<file path="config.mk">
export PLATFORM = sky130hd
export DESIGN_NAME = fpu_issue_scheduler
export DESIGN_NICKNAME = d
export VERILOG_FILES = /design/src/rtl/fpu_issue_scheduler.sv
export SDC_FILE = /design/constraint.sdc
export NUM_CORES = 1
export LEC_CHECK = 0
export BUFFER_PORTS_ARGS = -buffer_cell sky130_fd_sc_hd__buf_2
export CAP_MARGIN = 20
export CORE_MARGIN = 5
export CORE_UTILIZATION = 50
export CTS_CLUSTER_DIAMETER = 120
export CTS_CLUSTER_SIZE = 30
export DETAILED_ROUTE_END_ITERATION = 12
export PLACE_DENSITY = 0.77
export SLEW_MARGIN = 20
export SYNTH_ARGS = -nofsm -noshare
export SYNTH_HDL_FRONTEND = slang
export SYNTH_SLANG_ARGS = --single-unit
</file>
<file path="constraint.sdc">
create_clock -name CLK -period 4.2 [get_ports CLK]
set_clock_uncertainty 0.1 [all_clocks]
set_input_delay 0.63 -clock CLK [delete_from_list [all_inputs] [get_ports CLK]]
set_output_delay 0.63 -clock CLK [all_outputs]
set_load 0.02 [all_outputs]
</file>
<file path="src/rtl/fpu_issue_scheduler.sv">
// rtl/fpu_issue_scheduler.sv - single-issue FP scheduler with scoreboard and writeback-slot reservation
module fpu_issue_scheduler #(
   parameter int ADD_LAT = 3,
   parameter int MUL_LAT = 4,
   parameter int MAX_LAT = (ADD_LAT > MUL_LAT) ? ((ADD_LAT > 1) ? ADD_LAT : 1)
                                               : ((MUL_LAT > 1) ? MUL_LAT : 1)
) (
   input  logic       CLK,
   input  logic       RST,
   input  logic       req_valid,
   output logic       req_ready,
   input  logic [6:0] req_opcode,
   input  logic [4:0] req_funct5,
   input  logic [1:0] req_fmt,
   input  logic [4:0] req_rd,
   input  logic [4:0] req_rs1,
   input  logic [4:0] req_rs2,
   output logic       add_start,
   output logic       add_sub,
   output logic       mul_start,
   output logic       misc_start,
   output logic       div_start,
   output logic       div_sqrt,
   input  logic       div_done,
   output logic       div_ack,
   output logic       wb_valid,
   output logic [4:0] wb_rd,
   output logic [1:0] wb_unit,
   output logic       illegal
);

   localparam logic [6:0] OP_FP  = 7'b1010011;
   localparam logic [1:0] FMT_H  = 2'b10;
   localparam logic [1:0] U_ADD  = 2'b00;
   localparam logic [1:0] U_MUL  = 2'b01;
   localparam logic [1:0] U_DIV  = 2'b10;
   localparam logic [1:0] U_MISC = 2'b11;

   typedef enum logic [1:0] {D_IDLE, D_BUSY, D_WAIT} div_state_t;

   div_state_t         d_state;
   logic [4:0]         div_rd;
   logic [31:0]        pending;
   // Index 0 is the writeback happening this cycle; index k is k cycles ahead.
   logic [MAX_LAT-1:0] wb_v;
   logic [4:0]         tag_rd   [MAX_LAT];
   logic [1:0]         tag_unit [MAX_LAT];

   logic       is_add, is_sub, is_mul, is_div, is_sqrt, is_misc;
   logic       legal, fixed, slot_busy, hazard, issue, div_wb;
   int         lat;
   logic [1:0] unit_sel;
   logic [31:0] set_mask, clr_mask;

   // Decode the operation into a target unit; anything unlisted is illegal.
   always_comb begin
      is_add  = 1'b0;
      is_sub  = 1'b0;
      is_mul  = 1'b0;
      is_div  = 1'b0;
      is_sqrt = 1'b0;
      is_misc = 1'b0;
      if (req_opcode == OP_FP && req_fmt == FMT_H) begin
         case (req_funct5)
            5'b00000: is_add = 1'b1;
            5'b00001: begin is_add = 1'b1; is_sub = 1'b1; end
            5'b00010: is_mul = 1'b1;
            5'b00011: is_div = 1'b1;
            5'b01011: begin is_div = 1'b1; is_sqrt = 1'b1; end
            5'b00100, 5'b00101, 5'b10100, 5'b11100: is_misc = 1'b1;
            default: ;
         endcase
      end
   end

   assign legal = is_add | is_mul | is_div | is_misc;
   assign fixed = is_add | is_mul | is_misc;

   // Latency and result-mux select of fixed-latency ops.
   always_comb begin
      lat      = 1;
      unit_sel = U_MISC;
      if (is_add) begin
         lat      = ADD_LAT;
         unit_sel = U_ADD;
      end else if (is_mul) begin
         lat      = MUL_LAT;
         unit_sel = U_MUL;
      end
   end

   // Slot t+L sits at index L now; L == MAX_LAT is beyond the window and always free.
   always_comb begin
      slot_busy = 1'b0;
      for (int i = 1; i < MAX_LAT; i++) begin
         if (fixed && i == lat) slot_busy = wb_v[i];
      end
   end

   assign hazard = pending[req_rd] | pending[req_rs1] | pending[req_rs2];

   // Ready depends only on state and request fields, never on req_valid.
   always_comb begin
      if (RST || d_state == D_WAIT)
         req_ready = 1'b0;
      else if (!legal)
         req_ready = 1'b1;
      else
         req_ready = !hazard && !slot_busy && !(is_div && d_state != D_IDLE);
   end

   assign issue      = req_valid & req_ready & legal;
   assign illegal    = req_valid & req_ready & ~legal;
   assign add_start  = issue & is_add;
   assign add_sub    = add_start & is_sub;
   assign mul_start  = issue & is_mul;
   assign misc_start = issue & is_misc;
   assign div_start  = issue & is_div;
   assign div_sqrt   = div_start & is_sqrt;

   // Fixed-latency writebacks win; the held div result drains in the first free cycle.
   assign div_wb   = (d_state == D_WAIT) & ~wb_v[0];
   assign div_ack  = div_wb;
   assign wb_valid = wb_v[0] | div_wb;
   assign wb_rd    = wb_v[0] ? tag_rd[0]   : (div_wb ? div_rd : 5'd0);
   assign wb_unit  = wb_v[0] ? tag_unit[0] : (div_wb ? U_DIV  : U_ADD);

   assign set_mask = issue    ? (32'd1 << req_rd) : 32'd0;
   assign clr_mask = wb_valid ? (32'd1 << wb_rd)  : 32'd0;

   // Scoreboard and writeback reservation/tag shift registers.
   always_ff @(posedge CLK) begin
      if (RST) begin
         pending <= 32'd0;
         wb_v    <= '0;
         for (int i = 0; i < MAX_LAT; i++) begin
            tag_rd[i]   <= 5'd0;
            tag_unit[i] <= 2'b00;
         end
      end else begin
         pending <= (pending & ~clr_mask) | set_mask;
         for (int i = 0; i < MAX_LAT - 1; i++) begin
            wb_v[i]     <= wb_v[i+1];
            tag_rd[i]   <= tag_rd[i+1];
            tag_unit[i] <= tag_unit[i+1];
         end
         wb_v[MAX_LAT-1] <= 1'b0;
         if (issue && fixed) begin
            for (int i = 0; i < MAX_LAT; i++) begin
               if (i == lat - 1) begin
                  wb_v[i]     <= 1'b1;
                  tag_rd[i]   <= req_rd;
                  tag_unit[i] <= unit_sel;
               end
            end
         end
      end
   end

   // Div tracking: one outstanding div, result held by the unit until acked.
   always_ff @(posedge CLK) begin
      if (RST) begin
         d_state <= D_IDLE;
         div_rd  <= 5'd0;
      end else begin
         case (d_state)
            D_IDLE: if (issue && is_div) begin
               d_state <= D_BUSY;
               div_rd  <= req_rd;
            end
            D_BUSY: if (div_done) d_state <= D_WAIT;
            D_WAIT: if (!wb_v[0]) d_state <= D_IDLE;
            default: d_state <= D_IDLE;
         endcase
      end
   end

endmodule

</file>
==> summary.txt, run 1 <==
Status
  – Status: completed

STA
  – Setup TNS: 0 ps
  – Final Hold Fails: 0
  – Hold slack: 348 ps
  – Slew Limit Fails: 0
  – Relative slew slack: 52.6%
  – Final worst slack: 456 ps
  – RSZ-0062 raised after global routing: false
  – Final critical-path share of the clock period: 89.1%
  – Final min period: 3740 ps
  – Actual slew at the worst max-slew pin: 708 ps
  – Final setup fails: 0
  – Max Clk Rate: 267 MHz

Floorplan
  – Die W: 103 um
  – # rows: 34
  – Chip height: 103 um
  – IO Count: 50
  – Total die area: 10600 sq um
  – Core box area: 8590 sq um
  – Starting Density: 50.5%

Synthesis
  – Async S/R FF share, synth: 0%
  – Post-synthesis instance area: 4340 sq um
  – Post-synthesis cell count: 459
  – Sequential share of the synthesized area: 39.2%
  – Top FF cell, synth: dfxtp_1
  – Yosys warnings: 0
  – Average size of a mapped cell: 9.45 sq um
  – Post-synthesis register bit count: 71
  – Distinct cell type count after synthesis: 54
  – Post-synth EDFFs: 28

Placement
  – Placed cells: 613
  – Port buffer count: 49
  – Placed inst area: 4670 sq um
  – GP Congestion: 0.895
  – DP HPWL: 8650 um
  – DP Worst Slack: 480 ps

Pwr
  – Overall power: 1.36 mW
  – Power density cells: 281 nW/um^2
  – Peak VDD IR: 0.270 mV
  – Lkg Pwr: 1.94 nW

Route
  – Vias: 3689
  – Via density: 5.86
  – M1 wire length: 4940 um
  – Met3 WL post-DR: 767 um
  – Post-Route WL: 11500 um
  – # DRC: 0
  – Post-route ant nets: 0
  – Initial drt markers: 262
  – Met2 Wirelength: 5570 um
  – 1st-pass router iterations: 5
  – Top Metal Used: met4
  – Routed length per placed instance: 18.3 um

Setup path
  – Reg2reg setup slack: 1340 ps
  – Worst path most repeated cell: buf_2
  – Critical R2R Launch: pending[21]
  – Crit path buf inv count: 2
  – CP endpoint kind: output port
  – Worst endpoint required time: 3470 ps
  – CP cell instances: buf_2, mux4_2, o2111ai_1, nand4_1, nor4_2, and3_1, buf_2
  – Slowest cell on crit path: mux4_2
  – CP peak stage delay: 550 ps
  – Worst reg2reg path depth: 6
  – Crit Path Max Fanout: 15
  – Crit-path leading delay family: simple AND/OR/NAND/NOR gates
  – Setup CP Type: primary input to output port
  – Startpoint types: primary input
  – Critical Path AT: 3010 ps
  – RR Endpoint: tag_rd[2][3]

Finish
  – Layout Area Growth over Synthesis: 11.6%
  – Number of diodes: 0
  – Filler instances: 799
  – Most frequent cells in the layout: 52 x nor2b_1, 49 x buf_2, 48 x mux2i_1, 43 x dfxtp_1
  – Commonest non-fill, non-tap cell in the layout: nor2b_1
  – Layout cell share with drive strength beyond 1: 17.5%
  – Finished Layout Cells: 629
  – Post-route cell area: 4840 sq um
  – Nets: 549
  – Utilization after layout: 56.3%

Clock tree
  – CTS-repair resized insts: 0
  – Number of clock sinks: 71
  – CTS tree: done
  – Post-CTS Repair Setup Buffers: 0
  – Clock root cell: clkbuf_8
  – Clock Pin Slew Worst Setup and Hold Paths: 70 ps
  – Hold_buf cts: 0
  – CTS max path bufs: 2
  – Worst skew pair latency: 350 ps
  – TritonCTS Buffers: 9
  – H-tree lvl count: 3

Global route
  – Antenna violations before repair: 0
  – Largest net degree at the start of global routing: 73
  – Global-route wire length before repair: 18200 um
  – GRT Overall Usage: 22.3%
  – Vias in the first global route: 3519
  – Grt total ovfl: 0

Worst hold path
  – Worst hold start: wb_v[2]
  – Hold Crit Depth: 1
  – WHS Endpoint: wb_v[1]
  – Hold WC Path Type: flop to flop

Job
  – Max-cap violations: 0
logic make-up after synthesis:
logic type             synth area share, %
AOI/OAI and AO/OA                     14.2
other                                0.173
and+or+nand+nor                       27.3
buffers and inverters                 3.98
DFF                                   39.2
muxes                                 15.1
layer usage:
layer  vias up  GRT usage, %
met4         0          7.87
met3        21          3.59
met5         -             0
met2       140          37.2
met1      1769          29.3
li1       1759             -
worst reg2reg max path, stage by stage, from the launching register on:
cell       delay [ps]
dfxtp_1           350
mux4_2            490
o2111ai_1         270
nand4_2           240
nor4_2            400
and4_1            580
mux2i_1           160
cells in the mapped netlist, types with 4 or more instances:
cell / count / area [sq um]
o21ai_0: 32 / 160
clkbuf_1: 14 / 52.6
nor2_1: 18 / 67.6
or2_2: 5 / 31.3
a21oi_1: 13 / 65.1
nand2_1: 27 / 101
nor2b_1: 52 / 325
dfxtp_1: 43 / 861
a22oi_1: 10 / 75.1
buf_2: 6 / 30.0
nand2b_1: 25 / 156
and3_1: 7 / 43.8
inv_1: 7 / 26.3
buf_6: 4 / 45.0
mux2i_1: 48 / 480
mux4_2: 4 / 90.1
and2_1: 11 / 68.8
o21ai_1: 32 / 160
nand4_4: 4 / 85.1
edfxtp_1: 28 / 841
nand3_1: 16 / 80.1
cell type report:
cell class                 instances  area [sq um]  share of cell area [%]
sequential                        71          1700                    35.1
tap                              108           135                    2.79
multi-input combinational        374          2540                    52.5
inverter                           8          30.0                   0.620
clock buffer                      12           145                    3.00
clock inverter                     4          22.5                   0.465
timing repair buffer              52           268                    5.53
worst max path at each step:
stage	from	endpoint	slack [ps]	cells past startpoint
5_1_grt	req_rd[0]	add_sub	230	8
6_report	req_rd[0]	mul_start	460	7
3_3_place_gp	req_rd[0]	add_sub	540	8
3_5_place_dp	req_rd[0]	add_sub	480	8
2_1_floorplan	req_rd[1]	add_sub	460	8
4_1_cts	req_rd[0]	mul_start	460	7
power by group:
| group | switching (mW) | internal (mW) |
|---|---|---|
| combinational | 0.0938 | 0.0515 |
| clock | 0.257 | 0.228 |
| sequential | 0.00322 | 0.729 |
sequential cells by signal (all words and copies together) (netlist names):
name / cells
tag_rd: 20
wb_v: 4
div_rd: 5
d_state: 2
tag_unit: 8
pending: 32
Power figures use the tool's default switching activity.
==> run 2: changes to the inputs <==
--- a/config.mk
+++ b/config.mk
@@ -5,6 +5,7 @@
 export SDC_FILE = /design/constraint.sdc
 export NUM_CORES = 1
 export LEC_CHECK = 0
+export ABC_AREA = 1
 export BUFFER_PORTS_ARGS = -buffer_cell sky130_fd_sc_hd__buf_2
 export CAP_MARGIN = 20
 export CORE_MARGIN = 5
@@ -13,6 +14,7 @@
 export CTS_CLUSTER_SIZE = 30
 export DETAILED_ROUTE_END_ITERATION = 12
 export PLACE_DENSITY = 0.77
+export SKIP_LAST_GASP = 1
 export SLEW_MARGIN = 20
 export SYNTH_ARGS = -nofsm -noshare
 export SYNTH_HDL_FRONTEND = slang
==> summary.txt, run 2 <==
Clock tree
  – H-tree lvl count: 3
  – Post-CTS Repair Setup Buffers: 0
  – CTS-repair resized insts: 0
  – CTS tree: done
  – Hold_buf cts: 0
  – Worst skew pair latency: 370 ps
  – CTS max path bufs: 2
  – Clock Pin Slew Worst Setup and Hold Paths: 90 ps
  – Number of clock sinks: 71
  – TritonCTS Buffers: 9
  – Clock root cell: clkbuf_8

Finish
  – Filler instances: 852
  – Post-route cell area: 5060 sq um
  – Max FFs per register: 32
  – Commonest non-fill, non-tap cell in the layout: nand2_1
  – Layout cell share with drive strength beyond 1: 11.2%
  – Top flop regs: pending (32), tag_rd (20), tag_unit (8)
  – Largest register by flop count: pending
  – Number of diodes: 0
  – Layout Area Growth over Synthesis: 12.0%
  – Most frequent cells in the layout: 166 x nand2_1, 98 x nor2_1, 84 x inv_1, 74 x nand3_1, 49 x buf_2
  – Nets: 770

Floorplan
  – IO Count: 50
  – # rows: 34
  – Core box area: 8760 sq um
  – Total die area: 11000 sq um
  – Die W: 105 um
  – Chip height: 105 um
  – Starting Density: 51.6%

Global route
  – M3 GR Usage: 5.36%
  – Global-route wire length before repair: 21500 um
  – Antenna violations before repair: 0
  – Met2 usage: 37.8%
  – Grt met1 use: 32.8%
  – Most Used Layer, Global Route: met2
  – Grt total ovfl: 0
  – Vias in the first global route: 4385
  – Largest net degree at the start of global routing: 48
  – GRT Overall Usage: 24.0%

Placement
  – GP Congestion: 1.01
  – Port buffer count: 49
  – DP HPWL: 9740 um
  – Placed inst area: 4870 sq um

Setup path
  – CP cell instances: buf_2, inv_2, nand2_1, nand2_1, nand2_1, nand3_1, nand3_1, nand2_1, a21oi_1, nand2_1, nor2_4, nand4_1, inv_1, buf_2
  – Crit Path Max Fanout: 24
  – Critical R2R Launch: d_state[0]
  – Worst path most repeated cell: nand2_1
  – CP endpoint kind: output port
  – Setup CP Type: primary input to output port
  – Worst endpoint required time: 3470 ps
  – Startpoint types: primary input
  – Crit path buf inv count: 4
  – Critical Path AT: 2870 ps
  – CP peak stage delay: 340 ps
  – Crit-path leading delay family: buffers and inverters
  – Slowest cell on crit path: buf_2
  – Crit. Startpoint: req_rd[0]

Synthesis
  – Post-Synth Simple-Gate Area: 36.2%
  – Compound-Gate Fraction of Synth Area: 15.0%
  – Sequential share of the synthesized area: 37.7%
  – Distinct cell type count after synthesis: 31
  – Yosys top cell area share: 19.0%
  – Post-synthesis cell count: 687
  – Post-synthesis instance area: 4520 sq um
  – Average size of a mapped cell: 6.58 sq um
  – Post-synth EDFFs: 28
  – XOR/XNOR Fraction of Synth Area: 0%
  – Top FF cell, synth: dfxtp_1
  – Most common cell in the netlist: nand2_1
  – Largest family of logic cells by synthesized area: simple AND/OR/NAND/NOR gates
  – Post-synthesis register bit count: 71
  – Synth top cells by count: 166 x nand2_1, 98 x nor2_1, 84 x inv_1
  – Post-synthesis mux area share: 0%
  – Async S/R FF share, synth: 0%
  – Yosys warnings: 0
  – Synth area leader: dfxtp_1
  – Synth Area in Adders: 0%
  – Ranking of synthesized cells by area: dfxtp_1 19%, edfxtp_1 19%, nand2_1 14%

STA
  – Setup TNS: 0 ps
  – Actual slew at the worst max-slew pin: 823 ps
  – Slew Limit Fails: 0
  – Final min period: 3600 ps
  – Relative slew slack: 45.0%
  – Final critical-path share of the clock period: 85.6%
  – Hold slack: 317 ps
  – Final setup fails: 0
  – Max Clk Rate: 278 MHz
  – RSZ-0062 raised after global routing: false
  – Final Hold Fails: 0

Route
  – # DRC: 0
  – Vias: 4758
  – Via density: 5.60
  – 1st-pass router iterations: 7
  – Initial drt markers: 401
  – Routed length per placed instance: 15.6 um
  – Post-Route WL: 13300 um
  – Post-route ant nets: 0

Worst hold path
  – Hold WC Path Type: flop to flop
  – Worst hold start: wb_v[2]

Pwr
  – Power density cells: 285 nW/um^2
  – Peak VDD IR: 0.251 mV
  – Lkg Pwr: 2.34 nW

Status
  – Status: completed

Job
  – Max-cap violations: 0
run 2: cell count changes after synthesis, sizes merged, moves of 48 or more:
cell   previous run  this run
nor2b            52         0
nor2             18       100
inv               8        85
nand3            17        74
nand2            27       166
mux2i            48         0
run 2: worst register-to-register path: stages (launching register included):
cell     delay, ps
dfxtp_1        340
inv_1           90
nand2_1        130
nor2_1         370
inv_1          130
o21ai_2        510
inv_1          470
o21ai_0        320
o21a_1         170
nor2_1          40
run 2: area by class of cell:
| type | count | area, sq um | share of cell area (%) |
|---|---|---|---|
| clock buffer | 9 | 124 | 2.45 |
| tap | 108 | 135 | 2.67 |
| sequential | 71 | 1700 | 33.6 |
| multi-input combinational | 511 | 2400 | 47.4 |
| inverter | 86 | 323 | 6.38 |
| clock inverter | 7 | 68.8 | 1.36 |
| timing repair buffer | 58 | 313 | 6.18 |
run 2: metrics by stage:
| stage | total power, mW | setup WS [ps] | instances | utilization, % |
|---|---|---|---|---|
| finish | 1.45 | 603 | 850 | 57.8 |
| global route | 1.51 | 290 | 850 | 57.8 |
| CTS | 1.45 | 646 | 850 | 57.8 |
| detailed placement | 0.907 | 659 | 834 | 55.6 |
| global placement | 0.904 | 767 | 834 | 55.6 |
| floorplan | 0.860 | 1120 | 707 | - |
run 2: power by group:
group	switching (mW)	internal (mW)	total (mW)
clock	0.316	0.234	0.550
combinational	0.113	0.0478	0.161
sequential	0.00383	0.731	0.734
run 2: path summary, 6_finish.rpt:
path	to	slack, ps	cells past startpoint
worst max-delay path	div_start	600	14
worst max register to register	pending[19]	1430	9
worst min register to register	wb_v[1]	320	2
worst min-delay path	wb_v[1]	320	2
run 2: logic make-up (layout without fill, tap and decap cells):
family | Yosys count | after routing
simple gates | 377 | 377
buf+inv | 125 | 160
compound gates | 112 | 112
flops | 71 | 71
other cells | 2 | 22
run 2: metal layers:
layer	vias to the layer above	wire length, um
met2	212	6100
met5	-	0
met1	2177	5700
met4	0	348
li1	2323	-
met3	46	1140
==> run 3: changes to the inputs <==
--- a/config.mk
+++ b/config.mk
@@ -13,7 +13,7 @@
 export CTS_CLUSTER_DIAMETER = 120
 export CTS_CLUSTER_SIZE = 30
 export DETAILED_ROUTE_END_ITERATION = 12
-export PLACE_DENSITY = 0.77
+export PLACE_DENSITY = 0.79
 export SKIP_LAST_GASP = 1
 export SLEW_MARGIN = 20
 export SYNTH_ARGS = -nofsm -noshare
==> constraint.sdc (replaced) <==
create_clock -name CLK -period 3.05 [get_ports CLK]
set_clock_uncertainty 0.1 [all_clocks]
set_input_delay 0.4575 -clock CLK [delete_from_list [all_inputs] [get_ports CLK]]
set_output_delay 0.4575 -clock CLK [all_outputs]
set_load 0.02 [all_outputs]
==> summary.txt, run 3 (same netlist as run 2, synthesis figures left out) <==
STA
  – Final Hold Fails: 0
  – Slew Limit Fails: 0
  – Max Clk Rate: 352 MHz
  – RSZ-0062 raised after global routing: false
  – Hold slack: 293 ps
  – Setup TNS: 0 ps
  – Final min period: 2840 ps
  – Actual slew at the worst max-slew pin: 651 ps
  – Final critical-path share of the clock period: 93.0%
  – Relative slew slack: 56.4%
  – Final setup fails: 0

Floorplan
  – Chip height: 105 um
  – Total die area: 11000 sq um
  – Die W: 105 um
  – IO Count: 50
  – Starting Density: 51.6%
  – Core box area: 8760 sq um
  – # rows: 34

Clock tree
  – CTS max path bufs: 2
  – H-tree lvl count: 3
  – Clock Pin Slew Worst Setup and Hold Paths: 80 ps
  – TritonCTS Buffers: 9
  – Post-CTS Repair Setup Buffers: 0
  – CTS tree: done
  – Clock root cell: clkbuf_8
  – Number of clock sinks: 71
  – Worst skew pair latency: 360 ps

Global route
  – Antenna violations before repair: 0
  – Grt total ovfl: 0
  – GRT Overall Usage: 23.8%
  – Global-route wire length before repair: 21600 um
  – Vias in the first global route: 4390
  – Largest net degree at the start of global routing: 48

Worst hold path
  – Hold WC Path Type: primary input to flop

Route
  – Via density: 5.65
  – Routed length per placed instance: 15.6 um
  – 1st-pass router iterations: 6
  – # DRC: 0
  – Post-Route WL: 13400 um
  – Initial drt markers: 489
  – Vias: 4851
  – Post-route ant nets: 0

Finish
  – Most frequent cells in the layout: 166 x nand2_1, 98 x nor2_1, 83 x inv_1, 74 x nand3_1, 47 x buf_2
  – Max FFs per register: 32
  – Layout Area Growth over Synthesis: 14.2%
  – Number of diodes: 0
  – Filler instances: 829
  – Nets: 778
  – Multi-input logic area: 2400 sq um
  – Top flop regs: pending (32), tag_rd (20), tag_unit (8)
  – Commonest non-fill, non-tap cell in the layout: nand2_1
  – Layout cell share with drive strength beyond 1: 12.3%
  – Sequential Area: 1700 sq um
  – Largest register by flop count: pending

Setup path
  – Worst endpoint required time: 2490 ps
  – Reg2reg setup slack: 400 ps
  – Critical Path AT: 2280 ps
  – Crit Path Max Fanout: 10
  – CP endpoint kind: output port
  – Setup CP Type: primary input to output port
  – Startpoint types: primary input

Status
  – Status: completed

Placement
  – Port buffer count: 49
  – GP Congestion: 1.03
  – DP HPWL: 9960 um

Pwr
  – Clk network pwr share: 39.2%
  – Seq pwr share: 49.7%
  – Logic gate share of total power: 11.1%
  – Sw power: 566 uW
  – Peak VDD IR: 0.359 mV
  – Pint: 1.47 mW
  – Lkg Pwr: 2.38 nW
  – Power density cells: 395 nW/um^2
  – Switching share of power: 27.8%

Job
  – Max-cap violations: 0
## run 3: power by group through the flow
| stage | Combinational, mW | Clock [mW] | Sequential, mW |
|---|---|---|---|
| floorplan | 0.153 | 0 | 1.03 |
| finish | 0.226 | 0.800 | 1.01 |
| detailed placement | 0.219 | 0 | 1.03 |
| CTS | 0.220 | 0.809 | 1.01 |
| global placement | 0.214 | 0 | 1.03 |
| global route | 0.252 | 0.852 | 1.01 |
## run 3: cell type report
type / count / share of cell area, %
tap: 108 / 2.62
sequential: 71 / 33.0
multi-input combinational: 511 / 46.5
timing repair buffer: 66 / 7.57
inverter: 86 / 6.30
clock buffer: 9 / 2.40
clock inverter: 7 / 1.65
## run 3: worst paths after layout
check | startpoint | endpoint | cells after the start
max | req_rs1[1] | illegal | 14
min | div_done | d_state[0] | 3
min reg2reg | wb_v[2] | wb_v[1] | 2
max reg2reg | wb_v[0] | pending[16] | 8
## run 3: timing repair
action,CTS,global route
endpoints found under the setup margin,0,3
gates resized for setup,0,4
hold buffers,0,0
## run 3: critical path, cell delays in order
cell	delay (ps)
buf_2	200
inv_1	180
nand3_1	130
nand2_1	70
a21oi_1	120
nand2_1	60
nand3_1	90
nand3_1	140
nor2_4	210
inv_1	70
a21oi_2	200
nand2_1	70
nor2_1	100
buf_2	180
## run 3: stage by stage
step / instance area [sq um] / worst slack, ps / total power [mW] / utilization (%) / std cells
after floorplan: 4590 / 314 / 1.18 / - / 707
after global placement: 4940 / 179 / 1.25 / 56.4 / 842
after detailed placement: 4940 / 105 / 1.25 / 56.4 / 842
after CTS: 5150 / 103 / 2.04 / 58.8 / 858
after global routing: 5160 / 27.1 / 2.12 / 58.9 / 858
final: 5160 / 213 / 2.04 / 58.9 / 858
## run 3: routing by layer
metal,vias to the layer above,global-route usage (%),routed length (um)
li1,2345,-,-
met1,2250,33.6,5820
met2,228,36.6,6140
met3,28,4.75,1110
met4,0,7.95,323
met5,-,0,0
